$ cat config.mk
export PLATFORM = sky130hd
export DESIGN_NAME = ref_block_req_gen
export DESIGN_NICKNAME = d
export VERILOG_FILES = /design/src/rtl/ref_req_pkg.sv /design/src/rtl/ref_req_tile_walker.sv /design/src/rtl/ref_block_req_gen.sv
export SDC_FILE = /design/constraint.sdc
export NUM_CORES = 1
export LEC_CHECK = 0
export ABC_CLOCK_PERIOD_IN_PS = 6500
export CAP_MARGIN = 20
export CORE_UTILIZATION = 58
export CTS_CLUSTER_DIAMETER = 40
export DETAILED_ROUTE_END_ITERATION = 6
export GPL_TIMING_DRIVEN = 1
export PLACE_DENSITY = 0.83
export REMOVE_ABC_BUFFERS = 1
export SYNTH_ARGS = -nofsm -noshare
export SYNTH_HDL_FRONTEND = slang
export SYNTH_HIERARCHICAL = 1
export SYNTH_SLANG_ARGS = --single-unit
export TNS_END_PERCENT = 20
$ cat constraint.sdc
create_clock -name clk -period 6.5 [get_ports clk]
set_input_delay 1.3 -clock clk [delete_from_list [all_inputs] [get_ports clk]]
set_output_delay 1.3 -clock clk [all_outputs]
set_load 0.01 [all_outputs]
$ cat src/rtl/ref_req_pkg.sv
// rtl/ref_req_pkg.sv - shared FSM state, request struct and defaults for the block request generator
package ref_req_pkg;

  localparam int COORD_WDTH_DEF = 12;
  localparam int DIM_WDTH_DEF   = 7;
  localparam int NUM_CH_DEF     = 2;
  localparam int MAX_OUTST_DEF  = 4;

  // Request fields are sized for the widest supported configuration; users cast to their widths.
  localparam int REQ_CW  = 16;
  localparam int REQ_DW  = 16;
  localparam int REQ_CHW = 8;

  typedef enum logic [1:0] {
    ST_IDLE,
    ST_ISSUE,
    ST_DRAIN,
    ST_DONE
  } state_t;

  typedef struct packed {
    logic [REQ_CW-1:0]  x;
    logic [REQ_CW-1:0]  y;
    logic [REQ_DW-1:0]  w;
    logic [REQ_DW-1:0]  h;
    logic [REQ_CHW-1:0] ch;
  } req_t;

  function automatic int ch_bits(input int n);
    return (n > 1) ? $clog2(n) : 1;
  endfunction

endpackage

$ cat src/rtl/ref_req_tile_walker.sv
// rtl/ref_req_tile_walker.sv - tile coordinate stepping, serpentine direction and edge clipping
module ref_req_tile_walker
  import ref_req_pkg::*;
#(
  parameter int COORD_WDTH = COORD_WDTH_DEF,
  parameter int DIM_WDTH   = DIM_WDTH_DEF
) (
  input  logic                  clk,
  input  logic                  reset,
  input  logic                  load,
  input  logic                  step,
  input  logic [COORD_WDTH-1:0] pic_width,
  input  logic [COORD_WDTH-1:0] pic_height,
  input  logic [DIM_WDTH-1:0]   blk_w,
  input  logic [DIM_WDTH-1:0]   blk_h,
  input  logic                  serp,
  output logic [COORD_WDTH-1:0] tile_x,
  output logic [COORD_WDTH-1:0] tile_y,
  output logic [DIM_WDTH-1:0]   tile_w,
  output logic [DIM_WDTH-1:0]   tile_h,
  output logic                  last_tile
);

  logic [COORD_WDTH-1:0] x_q, y_q, pw_q, ph_q;
  logic [DIM_WDTH-1:0]   bw_q, bh_q;
  logic                  serp_q, rtl_q;
  logic [COORD_WDTH:0]   x_end, y_end;
  logic [COORD_WDTH-1:0] rem_w, rem_h;
  logic                  row_end, last_row, next_rtl;

  assign x_end    = {1'b0, x_q} + (COORD_WDTH+1)'(bw_q);
  assign y_end    = {1'b0, y_q} + (COORD_WDTH+1)'(bh_q);
  assign row_end  = rtl_q ? (x_q == '0) : (x_end >= {1'b0, pw_q});
  assign last_row = (y_end >= {1'b0, ph_q});
  assign last_tile = row_end && last_row;
  // A right-to-left row begins where the preceding left-to-right row ended, so x is simply held.
  assign next_rtl = serp_q && !rtl_q;

  assign rem_w  = pw_q - x_q;
  assign rem_h  = ph_q - y_q;
  assign tile_x = x_q;
  assign tile_y = y_q;
  assign tile_w = (rem_w < COORD_WDTH'(bw_q)) ? DIM_WDTH'(rem_w) : bw_q;
  assign tile_h = (rem_h < COORD_WDTH'(bh_q)) ? DIM_WDTH'(rem_h) : bh_q;

  always_ff @(posedge clk or posedge reset) begin
    if (reset) begin
      x_q    <= '0;
      y_q    <= '0;
      pw_q   <= '0;
      ph_q   <= '0;
      bw_q   <= '0;
      bh_q   <= '0;
      serp_q <= 1'b0;
      rtl_q  <= 1'b0;
    end else if (load) begin
      x_q    <= '0;
      y_q    <= '0;
      pw_q   <= pic_width;
      ph_q   <= pic_height;
      bw_q   <= blk_w;
      bh_q   <= blk_h;
      serp_q <= serp;
      rtl_q  <= 1'b0;
    end else if (step && !last_tile) begin
      if (row_end) begin
        y_q   <= y_end[COORD_WDTH-1:0];
        rtl_q <= next_rtl;
        if (!next_rtl) x_q <= '0;
      end else if (rtl_q) begin
        x_q <= x_q - COORD_WDTH'(bw_q);
      end else begin
        x_q <= x_end[COORD_WDTH-1:0];
      end
    end
  end

endmodule

$ cat src/rtl/ref_block_req_gen.sv
// rtl/ref_block_req_gen.sv - reference block request generator; optional counters under REF_REQ_GEN_PERF_EN
module ref_block_req_gen
  import ref_req_pkg::*;
#(
  parameter int COORD_WDTH = COORD_WDTH_DEF,
  parameter int DIM_WDTH   = DIM_WDTH_DEF,
  parameter int NUM_CH     = NUM_CH_DEF,
  parameter int MAX_OUTST  = MAX_OUTST_DEF
) (
  input  logic                           clk,
  input  logic                           reset,
  input  logic                           start_in,
  input  logic [COORD_WDTH-1:0]          pic_width_in,
  input  logic [COORD_WDTH-1:0]          pic_height_in,
  input  logic [DIM_WDTH-1:0]            blk_w_in,
  input  logic [DIM_WDTH-1:0]            blk_h_in,
  input  logic                           serp_in,
  output logic                           req_valid_out,
  input  logic                           req_ready_in,
  output logic signed [COORD_WDTH-1:0]   req_x_out,
  output logic signed [COORD_WDTH-1:0]   req_y_out,
  output logic [DIM_WDTH-1:0]            req_w_out,
  output logic [DIM_WDTH-1:0]            req_h_out,
  output logic [ch_bits(NUM_CH)-1:0]     req_ch_out,
  input  logic                           resp_valid_in,
  output logic                           busy_out,
  output logic                           done_out,
  output logic [$clog2(MAX_OUTST+1)-1:0] outst_out
`ifdef REF_REQ_GEN_PERF_EN
  ,
  output logic [31:0]                    perf_req_cnt_out,
  output logic [31:0]                    perf_stall_cnt_out
`endif
);

  localparam int CHW = ch_bits(NUM_CH);
  localparam int OW  = $clog2(MAX_OUTST+1);

  state_t                state_q, state_d;
  logic [CHW-1:0]        ch_q;
  logic [OW-1:0]         outst_q, outst_d;
  logic                  start_ok, dims_ok, at_limit, xfer, last_ch, step, last_tile;
  logic [COORD_WDTH-1:0] tile_x, tile_y;
  logic [DIM_WDTH-1:0]   tile_w, tile_h;
  req_t                  req;

  assign start_ok = start_in && (state_q == ST_IDLE);
  assign dims_ok  = (|blk_w_in) && (|blk_h_in) && (|pic_width_in) && (|pic_height_in);
  assign at_limit = (outst_q == OW'(MAX_OUTST));
  assign req_valid_out = (state_q == ST_ISSUE) && !at_limit;
  assign xfer     = req_valid_out && req_ready_in;
  assign last_ch  = (ch_q == CHW'(NUM_CH-1));
  assign step     = xfer && last_ch;

  ref_req_tile_walker #(
    .COORD_WDTH(COORD_WDTH),
    .DIM_WDTH  (DIM_WDTH)
  ) u_walker (
    .clk       (clk),
    .reset     (reset),
    .load      (start_ok),
    .step      (step),
    .pic_width (pic_width_in),
    .pic_height(pic_height_in),
    .blk_w     (blk_w_in),
    .blk_h     (blk_h_in),
    .serp      (serp_in),
    .tile_x    (tile_x),
    .tile_y    (tile_y),
    .tile_w    (tile_w),
    .tile_h    (tile_h),
    .last_tile (last_tile)
  );

  // Chroma 4:2:0 halves the luma tile, rounding sizes up so odd edges stay covered.
  always_comb begin
    req    = '0;
    req.ch = REQ_CHW'(ch_q);
    if (ch_q == '0) begin
      req.x = REQ_CW'(tile_x);
      req.y = REQ_CW'(tile_y);
      req.w = REQ_DW'(tile_w);
      req.h = REQ_DW'(tile_h);
    end else begin
      req.x = REQ_CW'(tile_x) >> 1;
      req.y = REQ_CW'(tile_y) >> 1;
      req.w = (REQ_DW'(tile_w) + REQ_DW'(1)) >> 1;
      req.h = (REQ_DW'(tile_h) + REQ_DW'(1)) >> 1;
    end
  end

  assign req_x_out  = $signed(COORD_WDTH'(req.x));
  assign req_y_out  = $signed(COORD_WDTH'(req.y));
  assign req_w_out  = DIM_WDTH'(req.w);
  assign req_h_out  = DIM_WDTH'(req.h);
  assign req_ch_out = CHW'(req.ch);

  always_comb begin
    outst_d = outst_q;
    if (xfer && !resp_valid_in) begin
      outst_d = outst_q + OW'(1);
    end else if (!xfer && resp_valid_in && (outst_q != '0)) begin
      outst_d = outst_q - OW'(1);
    end
  end

  // DRAIN looks at the next count so done follows the final response by one cycle.
  always_comb begin
    state_d = state_q;
    case (state_q)
      ST_IDLE:  if (start_in) state_d = dims_ok ? ST_ISSUE : ST_DONE;
      ST_ISSUE: if (step && last_tile) state_d = ST_DRAIN;
      ST_DRAIN: if (outst_d == '0) state_d = ST_DONE;
      ST_DONE:  state_d = ST_IDLE;
      default:  state_d = ST_IDLE;
    endcase
  end

  always_ff @(posedge clk or posedge reset) begin
    if (reset) begin
      state_q <= ST_IDLE;
      outst_q <= '0;
      ch_q    <= '0;
    end else begin
      state_q <= state_d;
      outst_q <= outst_d;
      if (start_ok) begin
        ch_q <= '0;
      end else if (xfer) begin
        ch_q <= last_ch ? '0 : ch_q + CHW'(1);
      end
    end
  end

  assign busy_out  = (state_q == ST_ISSUE) || (state_q == ST_DRAIN);
  assign done_out  = (state_q == ST_DONE);
  assign outst_out = outst_q;

`ifdef REF_REQ_GEN_PERF_EN
  always_ff @(posedge clk or posedge reset) begin
    if (reset) begin
      perf_req_cnt_out   <= '0;
      perf_stall_cnt_out <= '0;
    end else if (start_ok) begin
      perf_req_cnt_out   <= '0;
      perf_stall_cnt_out <= '0;
    end else begin
      if (xfer && !(&perf_req_cnt_out)) perf_req_cnt_out <= perf_req_cnt_out + 32'd1;
      if (req_valid_out && !req_ready_in && !(&perf_stall_cnt_out))
        perf_stall_cnt_out <= perf_stall_cnt_out + 32'd1;
    end
  end
`endif

endmodule

### After elaboration in Yosys (flattened, before gate mapping)

Index checks and enable logic that the tools add are counted.

* eq/ne operators: 8
* multiplexer cells: 25
* $lt $le $gt $ge: 4
* reduce and logical (&&, ||, !) cells: 34
* $add $sub $neg: 10

Operators by type and width (number)
* 12-bit two-way mux: 8
* 60-bit two-way mux: 1
* 12-bit by 7-bit adder with 13-bit output: 2
* 13-bit by 12-bit >= comparator with 1-bit output: 2
* 12-bit by 7-bit < comparator with 1-bit output: 2
* 12-bit OR reduction: 2
* 12-bit subtractor: 2
* 7-bit by 1-bit adder with 8-bit output (second input constant): 2
* 1-bit logical AND: 14
* 7-bit two-way mux: 2
* 7-bit OR reduction: 2
* 12-bit zero test: 1
* 12-bit by 7-bit subtractor with 12-bit output: 1
* 2-bit two-way mux: 4
* 2-bit one-hot mux with 4 select lines: 1
* 1-bit two-way mux: 7
* 3-bit two-way mux: 2
* 2-bit nonzero test: 3
* 1-bit zero test: 5
* 2-bit == test (second input constant): 2
* 2-bit inequality test (second input constant): 2
* 2-bit AND reduction: 2
* 3-bit by 1-bit adder with 3-bit output (second input constant): 1
* 3-bit == test (second input constant): 1
* 10 further kinds: 10

* output and inout port bits: 45
* flip-flop bits (word level): 70
* input port bits: 44
* logic and storage cells: 92

### Logic depth before layout (Yosys ltp)

* depth after elaboration: 12
* depth in mapped cells: 20
* mapped depth without buffers: 20

### Modules after synthesis

The synthesis kept the hierarchy.

Modules (own cells, without submodules)
* ref_req_tile_walker: instances 1, seq. area each 1601.5 µm², area each 5860.6 µm², cells each 697
* ref_block_req_gen: instances 1, seq. area each 150.1 µm², area each 1253.7 µm², cells each 161

### Worst setup path before layout

No wires, ideal clock.

* kind: register to output
* from: register u_walker.x_q[1] (netlist: u_walker/tile_x[1])
* to: output req_w_out[5]
* required time: 5.200 ns
* arrival time: 3.980 ns
* path buffers: 0
* cell stages (with the launch flop): 17
* setup slack: 1.220 ns
* path through: dfrtp_1 inv_1 fa_1 a21oi_1 nor2b_1 o31ai_1 nand2b_1 xor2_1 ha_1 a221oi_1 o2111ai_1 nor4b_4 mux2i_1 ha_1 nand4_1 mux2i_1 a21oi_1

* cells in the longest elaborated chain, start to end: 5

Ends and longest elaborated chain
* start, declared: line ref_req_tile_walker.sv:24 `logic [COORD_WDTH-1:0] x_q, y_q, pw_q, ph_q;`
* start signal, assigned: line ref_req_tile_walker.sv:71 `x_q <= x_q - COORD_WDTH'(bw_q);`
* start signal, assigned: line ref_req_tile_walker.sv:73 `x_q <= x_end[COORD_WDTH-1:0];`
* 12-bit subtractor: line ref_req_tile_walker.sv:39 `assign rem_w = pw_q - x_q;`
* 12-bit by 7-bit < comparator with 1-bit output: line ref_req_tile_walker.sv:43 `assign tile_w = (rem_w < COORD_WDTH'(bw_q)) ? DIM_WDTH'(rem_w) : bw_q;`
* 7-bit two-way mux: line ref_req_tile_walker.sv:43
* via tile_w[0]: line ref_block_req_gen.sv:44 `logic [DIM_WDTH-1:0] tile_w, tile_h;`
* 7-bit by 1-bit adder with 8-bit output: line ref_block_req_gen.sv:87 `req.w = (REQ_DW'(tile_w) + REQ_DW'(1)) >> 1;`
* 60-bit two-way mux: line ref_block_req_gen.sv:79 `if (ch_q == '0) begin`
* end, declared: line ref_block_req_gen.sv:22 `output logic [DIM_WDTH-1:0] req_w_out,`

The timed path passes the listed nets, and every way through them passes these cells.

### Final worst setup path

* from: register u_walker.x_q[0] (netlist: u_walker/tile_x[0])
* to: output req_w_out[2]

* cells in the longest elaborated chain, start to end: 5

Ends and longest elaborated chain (line)
* 12-bit subtractor *: ref_req_tile_walker.sv:39
* 12-bit by 7-bit < comparator with 1-bit output: ref_req_tile_walker.sv:43
* 7-bit two-way mux *: ref_req_tile_walker.sv:43
* via tile_w[2]: ref_block_req_gen.sv:44
* 7-bit by 1-bit adder with 8-bit output: ref_block_req_gen.sv:87
* 60-bit two-way mux *: ref_block_req_gen.sv:79

The timed path passes the listed nets; every way through them passes the cells marked *.

==> impl_metrics.tcl <==
set metrics [dict create \
    groute.usage.overall_pct 30.1 \
    cp_num_buf_inv 3 \
    r2r_cells 18 \
    clkPwrFrac_pct 20.3 \
    grt-busiest-layer "met2" \
    path_common_cell "ha_1" \
    dp_slack_ns 0.562 \
    groute.layer.met1.usage_pct 35.4 \
    vias_per_cell 6.08 \
    area_growth_pct 20.0 \
    finalSetupTns_ns 0 \
    path_clk_slew_ns 0.06 \
    yosysWarnings 6 \
    drtPass1Iterations 5 \
    yosys-top-cells-area "dfrtp_1 25%, ha_1 16%, mux2_2 5.9%" \
    synth_flop_cell "dfrtp_1" \
    tightest_slew_ns 0.916 \
    path_class "flip-flop to output port" \
    timing.rr.end "state_q[1]" \
    cts_hold_buf 0 \
    design_area_mm2 0.00854 \
    cts_root_buffer "clkbuf_16" \
    final_nets 1079 \
    finClkSkew_ns 0.00452 \
    pwr-share-seq_pct 22.5 \
    met2_usage_pct 54.0 \
    drc 0 \
    crit_cells 17 \
    cts_buffers 9 \
    clk_path_buf_depth 2 \
    async_reset_ff_share_pct 100 \
    num_vias 6639 \
    hold_class "flip-flop to flip-flop" \
    p_switching_mw 1.09 \
    combPwrFrac_pct 57.2 \
    floorplan.initialDensity_pct 59.5 \
    max_clock_freq_ghz 0.162 \
    synth_top_area_cell "dfrtp_1" \
    rsz0062_at_grt "no" \
    slew_viol_final 0 \
    final_util_pct 71.4 \
    powerDensity_mw_per_mm2 314 \
    ir_worst_vdd_mv 0.283 \
    ys_seq_area_share_pct 24.6 \
    routabilityCongestion 0.911 \
    die_w_um 113 \
    hold_violations 0 \
    setup_viol 0 \
    ys_types 73 \
    p_int_mw 1.59 \
    drt-total-wl_mm 18.7 \
    period_minus_slack_ns 6.17 \
    met3_usage_pct 5.20 \
    core-area_mm2 0.0120 \
    antenna_found_initial 0 \
    cp_cell_sequence "ha_1, inv_1, fa_1, a21oi_1, nor2b_1, o31ai_2, nand2b_1, xor2_1, ha_1, a221oi_2, o2111ai_2, nor4b_4, buf_4, mux2_2, nand3_1, a32o_1, clkdlybuf4s50_1" \
    synth-edff-count 0 \
    overflow 0 \
    crit_start "u_walker/tile_x[0]" \
    start_kind "flip-flop" \
    first_iter_violations 457 \
    maxCapViolCount 0 \
    nFillCells 969 \
    required_ns 5.20 \
    grt_max_degree 65 \
    worstReg2RegStart "u_walker/bw_q[3]" \
    max-slew-margin-rel_pct 38.9 \
    outcome "complete, no violations" \
    synth.most_common_cell "ha_1" \
    postSynthCellCount 858 \
    cts.sinks 70 \
    worstSkewPairLatency_ns 0.34 \
    min_period_over_period_pct 94.9 \
    total_power_mw 2.68 \
    diodes 0 \
    post_drt_wl_per_cell_um 17.1 \
    drive_gt1_share_pct 9.21 \
    synthesis.area_mm2 0.00711 \
    reg2reg_slack_ns 1.28 \
    place_hpwl_mm 13.8 \
    synthTopCellsByCount "89 x ha_1, 85 x nand2_1, 82 x inv_1" \
    io_buffers 88 \
    grt_pass1_wl_mm 30.2 \
    h-tree-depth 3 \
    cp_max_fo 5 \
    cts_tree "done" \
    pin_count 89 \
    p_sw_share_pct 40.6 \
    die_h_um 113 \
    die_area_mm2 0.0127 \
    grt_pass1_vias 6348 \
    fin_ws_ns 0.329 \
    rows 40 \
    slowest_stage "clkdlybuf4s50_1" \
    cp_slowest_stage_delay_ns 0.55 \
    ys_ff_latch 70 \
    power_leakage_nw 3.96 \
    yosysTopAreaCellShare_pct 24.6 \
    placed_cell_area_mm2 0.00812 \
    end_kind "output port" \
    endpoint "req_w_out[2]" \
    synth_area_per_cell_um2 8.29 \
    arrival_ns 4.87 \
    critical-path-top-delay-family "compound AO/OA/AOI/OAI gates" \
    ant_nets 0 \
]
==> worst min-delay path by stage <==
stage / start / slack (ns) / to / cells after the start
finish: u_walker/serp_q / 0.51 / u_walker/serp_q / 1
global route: u_walker/serp_q / 0.54 / u_walker/serp_q / 1
CTS: u_walker/serp_q / 0.51 / u_walker/serp_q / 1
floorplan: u_walker/serp_q / 0.47 / u_walker/serp_q / 1
global placement: u_walker/serp_q / 0.49 / u_walker/serp_q / 1
detailed placement: u_walker/serp_q / 0.49 / u_walker/serp_q / 1
==> routing by layer <==
metal  vias up  wire, um
met5         -         0
met4         0       599
met3        45       895
met2       219      9250
met1      3134      7980
li1       3241         -
==> what timing repair did <==
item	CTS	global route
setup endpoints to repair	0	7
buffers inserted	0	5
gates resized for setup	0	11
==> power by group through the flow <==
stage	combinational [mW]	clock, mW	sequential (mW)
after floorplan	0.980	0	0.600
final	1.53	0.544	0.603
after CTS	1.46	0.552	0.632
after detailed placement	1.44	0	0.640
after global placement	1.42	0	0.636
after global routing	1.67	0.567	0.612
==> cell type report <==
class                   instances  area [um^2]  area share (%)
clock buffers                  11          253            2.96
clock inverters                 4         70.1           0.821
inverters                      83          312            3.65
multi-input cells             675         4950            58.0
flip-flops and latches         70         1750            20.5
well taps                     147          184            2.15
repair buffers                102         1010            11.8
==> cells in the final DEF, fill, tap and decap left out, types with 20 or more instances in the layout <==
cell / Yosys / routed
ha_1: 89 / 88
nand2_1: 85 / 85
clkdlybuf4s50_1: 0 / 83
inv_1: 82 / 81
o21ai_0: 79 / 79
dfrtp_1: 70 / 69
a21oi_1: 58 / 58
nor2_1: 52 / 52
mux2_2: 37 / 36
xnor2_1: 31 / 31
nand3_1: 20 / 20
==> metrics by stage <==
step                instances  hold WS [ns]
global placement         1071         0.489
floorplan                 828         0.473
CTS                      1086         0.506
global route             1092         0.543
finish                   1092         0.506
detailed placement       1071         0.492
==> cells by family after synthesis <==
kind of cell / Yosys count / synth area share [%]
AOI/OAI and AO/OA: 235 / 21.4
xor gates and xnor gates: 41 / 5.05
adders and majority gates: 94 / 17.1
buffers and inverters: 113 / 6.14
DFF: 70 / 24.6
muxes: 54 / 8.27
and+or+nand+nor: 251 / 17.5
==> flip-flops by register name, summed over array words and instances (netlist names) <==
name             cells
u_walker/ph_q       12
u_walker/tile_y     12
outst_out            3
state_q              2
u_walker/bh_q        7
u_walker/tile_x     12
u_walker/bw_q        7
req_ch_out           1
u_walker/rtl_q       1
u_walker/serp_q      1
u_walker/pw_q       12
(Power assumes the default switching activity.)
